[config.mk]
export PLATFORM = sky130hd
export DESIGN_NAME = spi_cmd_blink_flat
export DESIGN_NICKNAME = d
export VERILOG_FILES = /design/src/rtl/spi_cmd_blink_if.sv /design/src/rtl/spi_cmd_blink.sv /design/src/flat_wrapper.sv
export SDC_FILE = /design/constraint.sdc
export NUM_CORES = 1
export LEC_CHECK = 0
export CAP_MARGIN = 30
export CORE_MARGIN = 3
export CORE_UTILIZATION = 35
export DETAILED_ROUTE_END_ITERATION = 16
export PLACE_DENSITY = 0.62
export SLEW_MARGIN = 15
export SYNTH_ARGS = -nofsm -noshare
export SYNTH_HDL_FRONTEND = slang
export SYNTH_SLANG_ARGS = --single-unit
[constraint.sdc]
create_clock -name i_clk -period 2.65 [get_ports i_clk]
set_input_delay 0.3975 -clock i_clk [delete_from_list [all_inputs] [get_ports i_clk]]
set_output_delay 0.3975 -clock i_clk [all_outputs]
set_load 0.02 [all_outputs]
[src/rtl/spi_cmd_blink_if.sv]
// Signal bundle between the SPI slave receiver side and the command/blink stage.
// The slave modport is the command stage; master is whoever drives the SPI
// receiver outputs and observes the LED/status outputs.
interface spi_cmd_blink_if;
  logic       i_spi_rx_done;
  logic [7:0] i_spi_rx_data;
  logic       i_spi_cs_n;
  logic       o_led;
  logic [1:0] o_mode;
  logic [7:0] o_period;
  logic       o_cmd_err;

  modport slave (
    input  i_spi_rx_done,
    input  i_spi_rx_data,
    input  i_spi_cs_n,
    output o_led,
    output o_mode,
    output o_period,
    output o_cmd_err
  );

  modport master (
    output i_spi_rx_done,
    output i_spi_rx_data,
    output i_spi_cs_n,
    input  o_led,
    input  o_mode,
    input  o_period,
    input  o_cmd_err
  );
endinterface

[src/rtl/spi_cmd_blink.sv]
// SPI command stage: syncs rx_done/cs_n, parses (opcode, arg) frames, drives LED blink engine.
// Latency: rx_done rise -> byte_valid SYNC_STAGES+1 cycles; arg byte_valid -> EXEC 1 cycle; EXEC -> regs next edge.
// No backpressure: bytes must be spaced >= SYNC_STAGES+3 cycles. Optional macro SPI_CMD_TIMEOUT_EN adds WAIT_ARG timeout.
module spi_cmd_blink #(
  parameter int TICK_DIV    = 12000,
  parameter int PERIOD_RST  = 250,
  parameter int SYNC_STAGES = 2,
  parameter int TIMEOUT_CYC = 65535
) (
  input logic            i_clk,
  input logic            i_rst,
  spi_cmd_blink_if.slave bus
);

  // Elaboration-time parameter sanity checks.
  if (TICK_DIV < 1) begin : g_bad_tick_div
    $error("TICK_DIV must be >= 1");
  end
  if (PERIOD_RST < 1 || PERIOD_RST > 255) begin : g_bad_period_rst
    $error("PERIOD_RST must be in 1..255");
  end
  if (SYNC_STAGES < 2) begin : g_bad_sync_stages
    $error("SYNC_STAGES must be >= 2");
  end
  if (TIMEOUT_CYC < 1 || TIMEOUT_CYC > 65535) begin : g_bad_timeout
    $error("TIMEOUT_CYC must be in 1..65535");
  end

  localparam int             PW          = (TICK_DIV > 1) ? $clog2(TICK_DIV) : 1;
  localparam logic [PW-1:0]  PRESC_MAX   = PW'(TICK_DIV - 1);
  localparam logic [7:0]     PERIOD_INIT = 8'(PERIOD_RST);
  localparam logic [7:0]     OP_MODE     = 8'h01;
  localparam logic [7:0]     OP_PERIOD   = 8'h02;

  typedef enum logic [1:0] {ST_IDLE, ST_WAIT_ARG, ST_EXEC} state_t;

  logic [SYNC_STAGES-1:0] r_done_sync;
  logic [SYNC_STAGES-1:0] r_cs_sync;
  logic                   r_done_d;
  logic                   r_byte_valid;
  logic [7:0]             r_rx_data;
  logic                   w_done_s;
  logic                   w_cs_s;

  state_t     r_state, w_state_nxt;
  logic       r_op_period;
  logic [7:0] r_arg;
  logic [1:0] r_mode;
  logic [7:0] r_period;
  logic       r_cmd_err;
  logic       w_err_nxt, w_op_we, w_arg_we, w_mode_we, w_period_we, w_write;
  logic       w_tmo_hit;

  logic [PW-1:0] r_presc;
  logic [7:0]    r_tick_cnt;
  logic          r_phase;
  logic          r_led;
  logic          w_tick;

  assign w_done_s = r_done_sync[SYNC_STAGES-1];
  assign w_cs_s   = r_cs_sync[SYNC_STAGES-1];

  // Synchronisers (equal depth keeps done/cs event order) and byte_valid edge detect.
  always_ff @(posedge i_clk or posedge i_rst) begin
    if (i_rst) begin
      r_done_sync  <= '0;
      r_cs_sync    <= '1;
      r_done_d     <= 1'b0;
      r_byte_valid <= 1'b0;
      r_rx_data    <= 8'h00;
    end else begin
      r_done_sync  <= {r_done_sync[SYNC_STAGES-2:0], bus.i_spi_rx_done};
      r_cs_sync    <= {r_cs_sync[SYNC_STAGES-2:0], bus.i_spi_cs_n};
      r_done_d     <= w_done_s;
      r_byte_valid <= w_done_s & ~r_done_d;
      if (w_done_s & ~r_done_d) r_rx_data <= bus.i_spi_rx_data;
    end
  end

`ifdef SPI_CMD_TIMEOUT_EN
  logic [15:0] r_tmo_cnt;

  // Cycles spent in WAIT_ARG; zero on the first WAIT_ARG cycle, so the hit
  // below fires on the TIMEOUT_CYC-th waiting cycle.
  always_ff @(posedge i_clk or posedge i_rst) begin
    if (i_rst)                     r_tmo_cnt <= 16'd0;
    else if (r_state != ST_WAIT_ARG) r_tmo_cnt <= 16'd0;
    else                           r_tmo_cnt <= r_tmo_cnt + 16'd1;
  end

  assign w_tmo_hit = (r_state == ST_WAIT_ARG) && (r_tmo_cnt == 16'(TIMEOUT_CYC - 1));
`else
  assign w_tmo_hit = 1'b0;
`endif

  // Frame parser: next state, register write enables and error request.
  always_comb begin
    w_state_nxt = r_state;
    w_err_nxt   = 1'b0;
    w_op_we     = 1'b0;
    w_arg_we    = 1'b0;
    w_mode_we   = 1'b0;
    w_period_we = 1'b0;
    case (r_state)
      ST_IDLE: begin
        if (r_byte_valid) begin
          if (r_rx_data == OP_MODE || r_rx_data == OP_PERIOD) begin
            w_op_we     = 1'b1;
            w_state_nxt = ST_WAIT_ARG;
          end else begin
            w_err_nxt = 1'b1;
          end
        end
      end
      ST_WAIT_ARG: begin
        if (r_byte_valid) begin
          w_arg_we    = 1'b1;
          w_state_nxt = ST_EXEC;
        end else if (w_cs_s || w_tmo_hit) begin
          w_err_nxt   = 1'b1;
          w_state_nxt = ST_IDLE;
        end
      end
      ST_EXEC: begin
        w_state_nxt = ST_IDLE;
        if (r_op_period) begin
          if (r_arg != 8'h00) w_period_we = 1'b1;
          else                w_err_nxt   = 1'b1;
        end else begin
          if (r_arg[1:0] != 2'd3) w_mode_we = 1'b1;
          else                    w_err_nxt = 1'b1;
        end
      end
      default: w_state_nxt = ST_IDLE;
    endcase
  end

  assign w_write = w_mode_we | w_period_we;

  // State, latched frame bytes, control registers and registered error pulse.
  always_ff @(posedge i_clk or posedge i_rst) begin
    if (i_rst) begin
      r_state     <= ST_IDLE;
      r_op_period <= 1'b0;
      r_arg       <= 8'h00;
      r_mode      <= 2'd2;
      r_period    <= PERIOD_INIT;
      r_cmd_err   <= 1'b0;
    end else begin
      r_state   <= w_state_nxt;
      r_cmd_err <= w_err_nxt;
      if (w_op_we)     r_op_period <= (r_rx_data == OP_PERIOD);
      if (w_arg_we)    r_arg       <= r_rx_data;
      if (w_mode_we)   r_mode      <= r_arg[1:0];
      if (w_period_we) r_period    <= r_arg;
    end
  end

  assign w_tick = (r_presc == PRESC_MAX);

  // Blink engine: prescaler -> tick counter -> phase; restarted by any successful write.
  always_ff @(posedge i_clk or posedge i_rst) begin
    if (i_rst) begin
      r_presc    <= '0;
      r_tick_cnt <= 8'd0;
      r_phase    <= 1'b0;
    end else if (w_write) begin
      r_presc    <= '0;
      r_tick_cnt <= 8'd0;
      r_phase    <= 1'b0;
    end else begin
      r_presc <= w_tick ? '0 : r_presc + 1'b1;
      if (w_tick) begin
        if (r_tick_cnt == r_period - 8'd1) begin
          r_tick_cnt <= 8'd0;
          r_phase    <= ~r_phase;
        end else begin
          r_tick_cnt <= r_tick_cnt + 8'd1;
        end
      end
    end
  end

  // Registered LED drive selected by mode.
  always_ff @(posedge i_clk or posedge i_rst) begin
    if (i_rst) begin
      r_led <= 1'b0;
    end else begin
      case (r_mode)
        2'd0:    r_led <= 1'b0;
        2'd1:    r_led <= 1'b1;
        default: r_led <= r_phase;
      endcase
    end
  end

  assign bus.o_led     = r_led;
  assign bus.o_mode    = r_mode;
  assign bus.o_period  = r_period;
  assign bus.o_cmd_err = r_cmd_err;

endmodule
[src/flat_wrapper.sv]
// flat-port wrapper written by rule: the top's interface ports become plain ports
module spi_cmd_blink_flat 
#(
  parameter int TICK_DIV    = 12000,
  parameter int PERIOD_RST  = 250,
  parameter int SYNC_STAGES = 2,
  parameter int TIMEOUT_CYC = 65535
)
  (i_clk, i_rst, bus_i_spi_rx_done, bus_i_spi_rx_data, bus_i_spi_cs_n, bus_o_led, bus_o_mode, bus_o_period, bus_o_cmd_err);
  spi_cmd_blink_if bus_i ();
  input logic i_clk;
  input logic i_rst;
  input wire logic [$bits(bus_i.i_spi_rx_done)-1:0] bus_i_spi_rx_done;
  input wire logic [$bits(bus_i.i_spi_rx_data)-1:0] bus_i_spi_rx_data;
  input wire logic [$bits(bus_i.i_spi_cs_n)-1:0] bus_i_spi_cs_n;
  output wire logic [$bits(bus_i.o_led)-1:0] bus_o_led;
  output wire logic [$bits(bus_i.o_mode)-1:0] bus_o_mode;
  output wire logic [$bits(bus_i.o_period)-1:0] bus_o_period;
  output wire logic [$bits(bus_i.o_cmd_err)-1:0] bus_o_cmd_err;
  assign bus_i.i_spi_rx_done = bus_i_spi_rx_done;
  assign bus_i.i_spi_rx_data = bus_i_spi_rx_data;
  assign bus_i.i_spi_cs_n = bus_i_spi_cs_n;
  assign bus_o_led = bus_i.o_led;
  assign bus_o_mode = bus_i.o_mode;
  assign bus_o_period = bus_i.o_period;
  assign bus_o_cmd_err = bus_i.o_cmd_err;
  spi_cmd_blink #(.TICK_DIV(TICK_DIV), .PERIOD_RST(PERIOD_RST), .SYNC_STAGES(SYNC_STAGES), .TIMEOUT_CYC(TIMEOUT_CYC)) u_core (.i_clk(i_clk), .i_rst(i_rst), .bus(bus_i));
endmodule
After elaboration in Yosys (flattened, before gate mapping) --
Cells that the tools add are included.
Word-level totals: bits in registers 60, output and inout bits 12, input port bits 12
Cells by class: eq/ne operators 11, reduce and logical (&&, ||, !) cells 8, mux-type cells 33, bitwise logic cells 4, add/sub/neg operators 3
Operators with widths (count):
- $mux 14 | 2
- $mux 8 | 3
- $mux 1 | 21
- $add 14x1->14 const B | 1
- $eq 14x14->1 const B | 1
- $add 8x1->8 const B | 1
- $eq 8x1->1 const B | 1
- $eq 8x2->1 const B | 1
- $eq 8x8->1 | 1
- $mux 2 | 4
- $reduce_bool 8->1 | 1
- $sub 8x1->8 const B | 1
- $eq 2x1->1 const B | 2
- $logic_not 2->1 | 2
- $ne 2x1->1 const B | 2
- $pmux 2 s2 | 1
- $reduce_bool 2->1 | 2
- $ne 3x1->1 const B | 1
- $pmux 1 s3 | 1
- $reduce_and 3->1 | 1
- $eq 2x2->1 const B | 1
- $ne 2x2->1 const B | 1
- $not 1->1 | 2
- $pmux 1 s2 | 1
- 4 further kinds | 4

Longest topological paths before layout --
depth after elaboration 7, depth in mapped cells 7, gate-level depth less buffers 7

Worst setup path before layout --
Ideal clock, no wire load.
path kind flip-flop to flip-flop, start register u_core.r_period[0], in the netlist u_core.bus.o_period[0], end register u_core.r_phase, data required time 2522 ps, clock period less this slack 2559 ps, arrival time 2432 ps, setup slack 91 ps, library setup time 128 ps, cell stages (with the launch flop) 8, path through dfrtp_1 inv_1 ha_1 or2b_2 or4_1 a31o_2 a2111oi_2 mux2_1
On the way: word-level cells in the longest chain between the ends 4
Ends and longest elaborated chain:
- start, declared | RTL line spi_cmd_blink.sv:49 | logic [7:0] r_period;
- start signal, assigned | RTL line spi_cmd_blink.sv:155 | if (w_period_we) r_period <= r_arg;
- $sub 8x1->8 | RTL line spi_cmd_blink.sv:174 | if (r_tick_cnt == r_period - 8'd1) begin
- $eq 8x8->1 | RTL line spi_cmd_blink.sv:174
- $reduce_bool 2->1 (no line)
- $reduce_and 2->1 (no line)
- end signal, assigned | RTL line spi_cmd_blink.sv:176 | r_phase <= ~r_phase;
- end, declared | RTL line spi_cmd_blink.sv:56 | logic r_phase;
Every way passes these cells. A chain may end at the register's enable or synchronous reset.

Worst setup path in the final report --
start register u_core.r_period[2], in the netlist u_core.bus.o_period[2], end register u_core.r_phase
Same word-level chain as after synthesis.

==> metrics.txt <==
status=complete, no violations; fin crit share=between 90% and 100%; worst reg-to-reg setup slack=150 ps; Slew @ Worst Pin=739 ps; Post-CTS Hold Buffers=0; Cells after Synth=258; Routed WL per cell=about 14 µm; Synth area leader=dfrtp_1; # setup viols final=0; Max FO, Critical Path=3; vias=2078; max layer used=met4; final slew viol count=0; post-synthesis register bit count=60; Worst R2R End=u_core.r_phase; fin crit period=2500 ps; Hold Path Stages=0; clock buffer depth=2; register area share after synthesis=52.0%; layout cell share with drive strength beyond 1=21.5%; Setup CP Type=reg2reg; GPL Wtd Cong=0.787; gr usage total=13.1%; CP endpoint kind=flop; Post-synth EDFFs=0; R2R cell count=5; RR Startpoint=u_core.bus.o_period[2]; Antenna Nets Post-Route=0; Synth-to-Final Area Change=20.0%; Top Ports=24; ranking of synthesized cells by area=dfrtp_1 (44%), mux2_2 (9.3%), dfstp_2 (8.1%), nor2_1 (3.4%), xnor2_1 (3.3%); clk_skew=around 10 ps; hold slack=347 ps; vias per inst=roughly 5.2; PnR worst setup slack=154 ps; total CTS buffers=9; Final #Nets=308; post-place setup slack=176 ps; leakage power total=roughly 1.5 nW; drc violations=0; TNS Setup=0 ps; GRT overflow=0; Fin. Hold Viols=0; # rows=32; CP max stage delay=540 ps; Synth async-reset ratio=between 90% and 100%; routed wl met3=247 µm; initial core utilization=36.9%; CTS resizes=0; CP Data Required Time=about 2900 ps; Cell Pwr Density=621 nW/µm²; ANT cells=0; First DRT Iteration DRCs=129; Net Count, Synth=273; mean area per synthesized cell=11.3 µm²; met2 WL=around 2500 µm; Post-CTS Setup Repair Bufs=0; H-tree levels=3; final WL=5720 µm; dpl cells=around 380; Core Area=7890 µm²; Max Cap Viol=0; vias in the first global route=about 2000; largest net degree at the start of global routing=61; Fmax achieved=0.401 GHz; root buffer cell=clkbuf_8; met1 WL=2840 µm; synth unique cells=46; Die Y=97.2 µm; # fillers=735; Post-Synthesis Cell Area=around 2900 µm²; Die X=97.2 µm; placed wire-length estimate=4090 µm; Layout Cells excl Fill=400; Worst Path Arrival=approximately 2700 ps; Synth top area share=between 40% and 50%; later-pin clock latency in the skew report=330 ps; First-pass DRT Iterations=4; crit path to=u_core.r_phase; Worst-path clk slew=70 ps; critical path's slowest cell=or4_1; initial antenna violation count=0; crit-path cells=or3_1, or4_1, a31o_2, a2111oi_2, mux2_1; top_reg_cell synth=dfrtp_1; full die area=9440 µm²; RSZ-0062 raised after global routing=no; min-delay worst type=reg2reg; Sink Count=60; global-route wire length before repair=10000 µm; critical path startpoint category=flop; yosys warns=0; Slew HR=50.7%; CTS tree=yes; Max VDD drop=0.317 mV; Worst Setup SP=u_core.bus.o_period[2]; port bufs=23
## where the power goes
part | internal [mW] | total (mW) | switching [mW] | leakage, nW
sequential | 1.01 | 1.11 | 0.102 | 0.756
clock | 0.455 | 0.801 | 0.346 | 0.0991
combinational | 0.133 | 0.259 | 0.126 | 0.626
## cell type report
cell class                      instances  area, µm²  area share, %
Multi-Input combinational cell        186       1340           38.4
Inverter                                7       26.3          0.753
Sequential cell                        60       1510           43.4
Clock inverter                          5       52.6           1.51
Tap cell                              102        128           3.66
Timing Repair Buffer                   29        288           8.25
Clock buffer                           11        141           4.05
## state kept, by name, indices dropped and copies added, names as in the netlist
signal and flops:
u_core.r_rx_data 8, u_core.r_state 2, u_core.r_arg 8, u_core.r_op_period 1
u_core.r_tick_cnt 8, u_core.r_byte_valid 1, u_core.bus.o_mode 2, u_core.r_done_d 1
u_core.bus.o_led 1, u_core.r_phase 1, u_core.bus.o_period 8, u_core.bus.o_cmd_err 1
u_core.r_done_sync 2, u_core.r_cs_sync 2, u_core.r_presc 14
## cell usage in the layout, fill, tap and decap left out, types with 7 or more instances in the layout
cell / synthesis / final
or3_1: 8 / 8
xor2_1: 11 / 11
xnor2_1: 11 / 11
o21ai_0: 12 / 12
dfrtp_1: 51 / 51
nand2_1: 12 / 12
dfstp_2: 9 / 9
clkbuf_8: 1 / 10
nand3_1: 9 / 9
mux2_2: 24 / 24
a211oi_1: 7 / 7
clkdlybuf4s50_1: 0 / 23
nor2_1: 26 / 26
## how the worst min path moves through the flow
stage	startpoint	to	slack, ps
after floorplan	u_core.r_done_sync[0]	u_core.r_done_sync[1]	330
after global placement	u_core.r_done_sync[0]	u_core.r_done_sync[1]	340
after detailed placement	u_core.r_done_sync[0]	u_core.r_done_sync[1]	340
after CTS	u_core.r_done_sync[0]	u_core.r_done_sync[1]	350
after global routing	u_core.r_cs_sync[0]	u_core.r_cs_sync[1]	360
final	u_core.r_done_sync[0]	u_core.r_done_sync[1]	350
## layer usage
metal	vias to the layer above	GRT usage (%)
li1	1006	-
met1	1025	18.6
met2	38	18.7
met3	9	3.37
met4	0	5.51
met5	-	0
## critical path, delay by kind of cell (launching register included)
kind	cells	cell delay, ps
multiplexers	1	360
flip-flops	1	380
AND/OR/NAND/NOR	2	940
AO/OA/AOI/OAI	2	690
## logic make-up after synthesis
family / Yosys count / share of synthesized area [%]
compound gates: 36 / 8.99
xor+xnor: 23 / 7.44
fa+ha+maj: 3 / 1.29
buf+inv: 12 / 1.89
flops: 60 / 52.0
mux: 25 / 9.68
simple gates: 99 / 18.7
## synth_stat cells, drive strengths merged (7+ instances only)
master	number
o21ai	12
nand3	9
nand2	12
dfrtp	51
dfstp	9
mux2	25
or3	8
nor2	26
xnor2	11
a211oi	7
inv	7
xor2	11
## per-stage QoR
stage               power, mW  util, %  instance area (µm²)
finish                   2.17     44.2                 3490
detailed placement       1.39     41.8                 3290
CTS                      2.20     44.2                 3490
global placement         1.38     41.8                 3290
global route             2.30     44.2                 3490
floorplan                1.30        -                 2910
(Power assumes the default switching activity.)
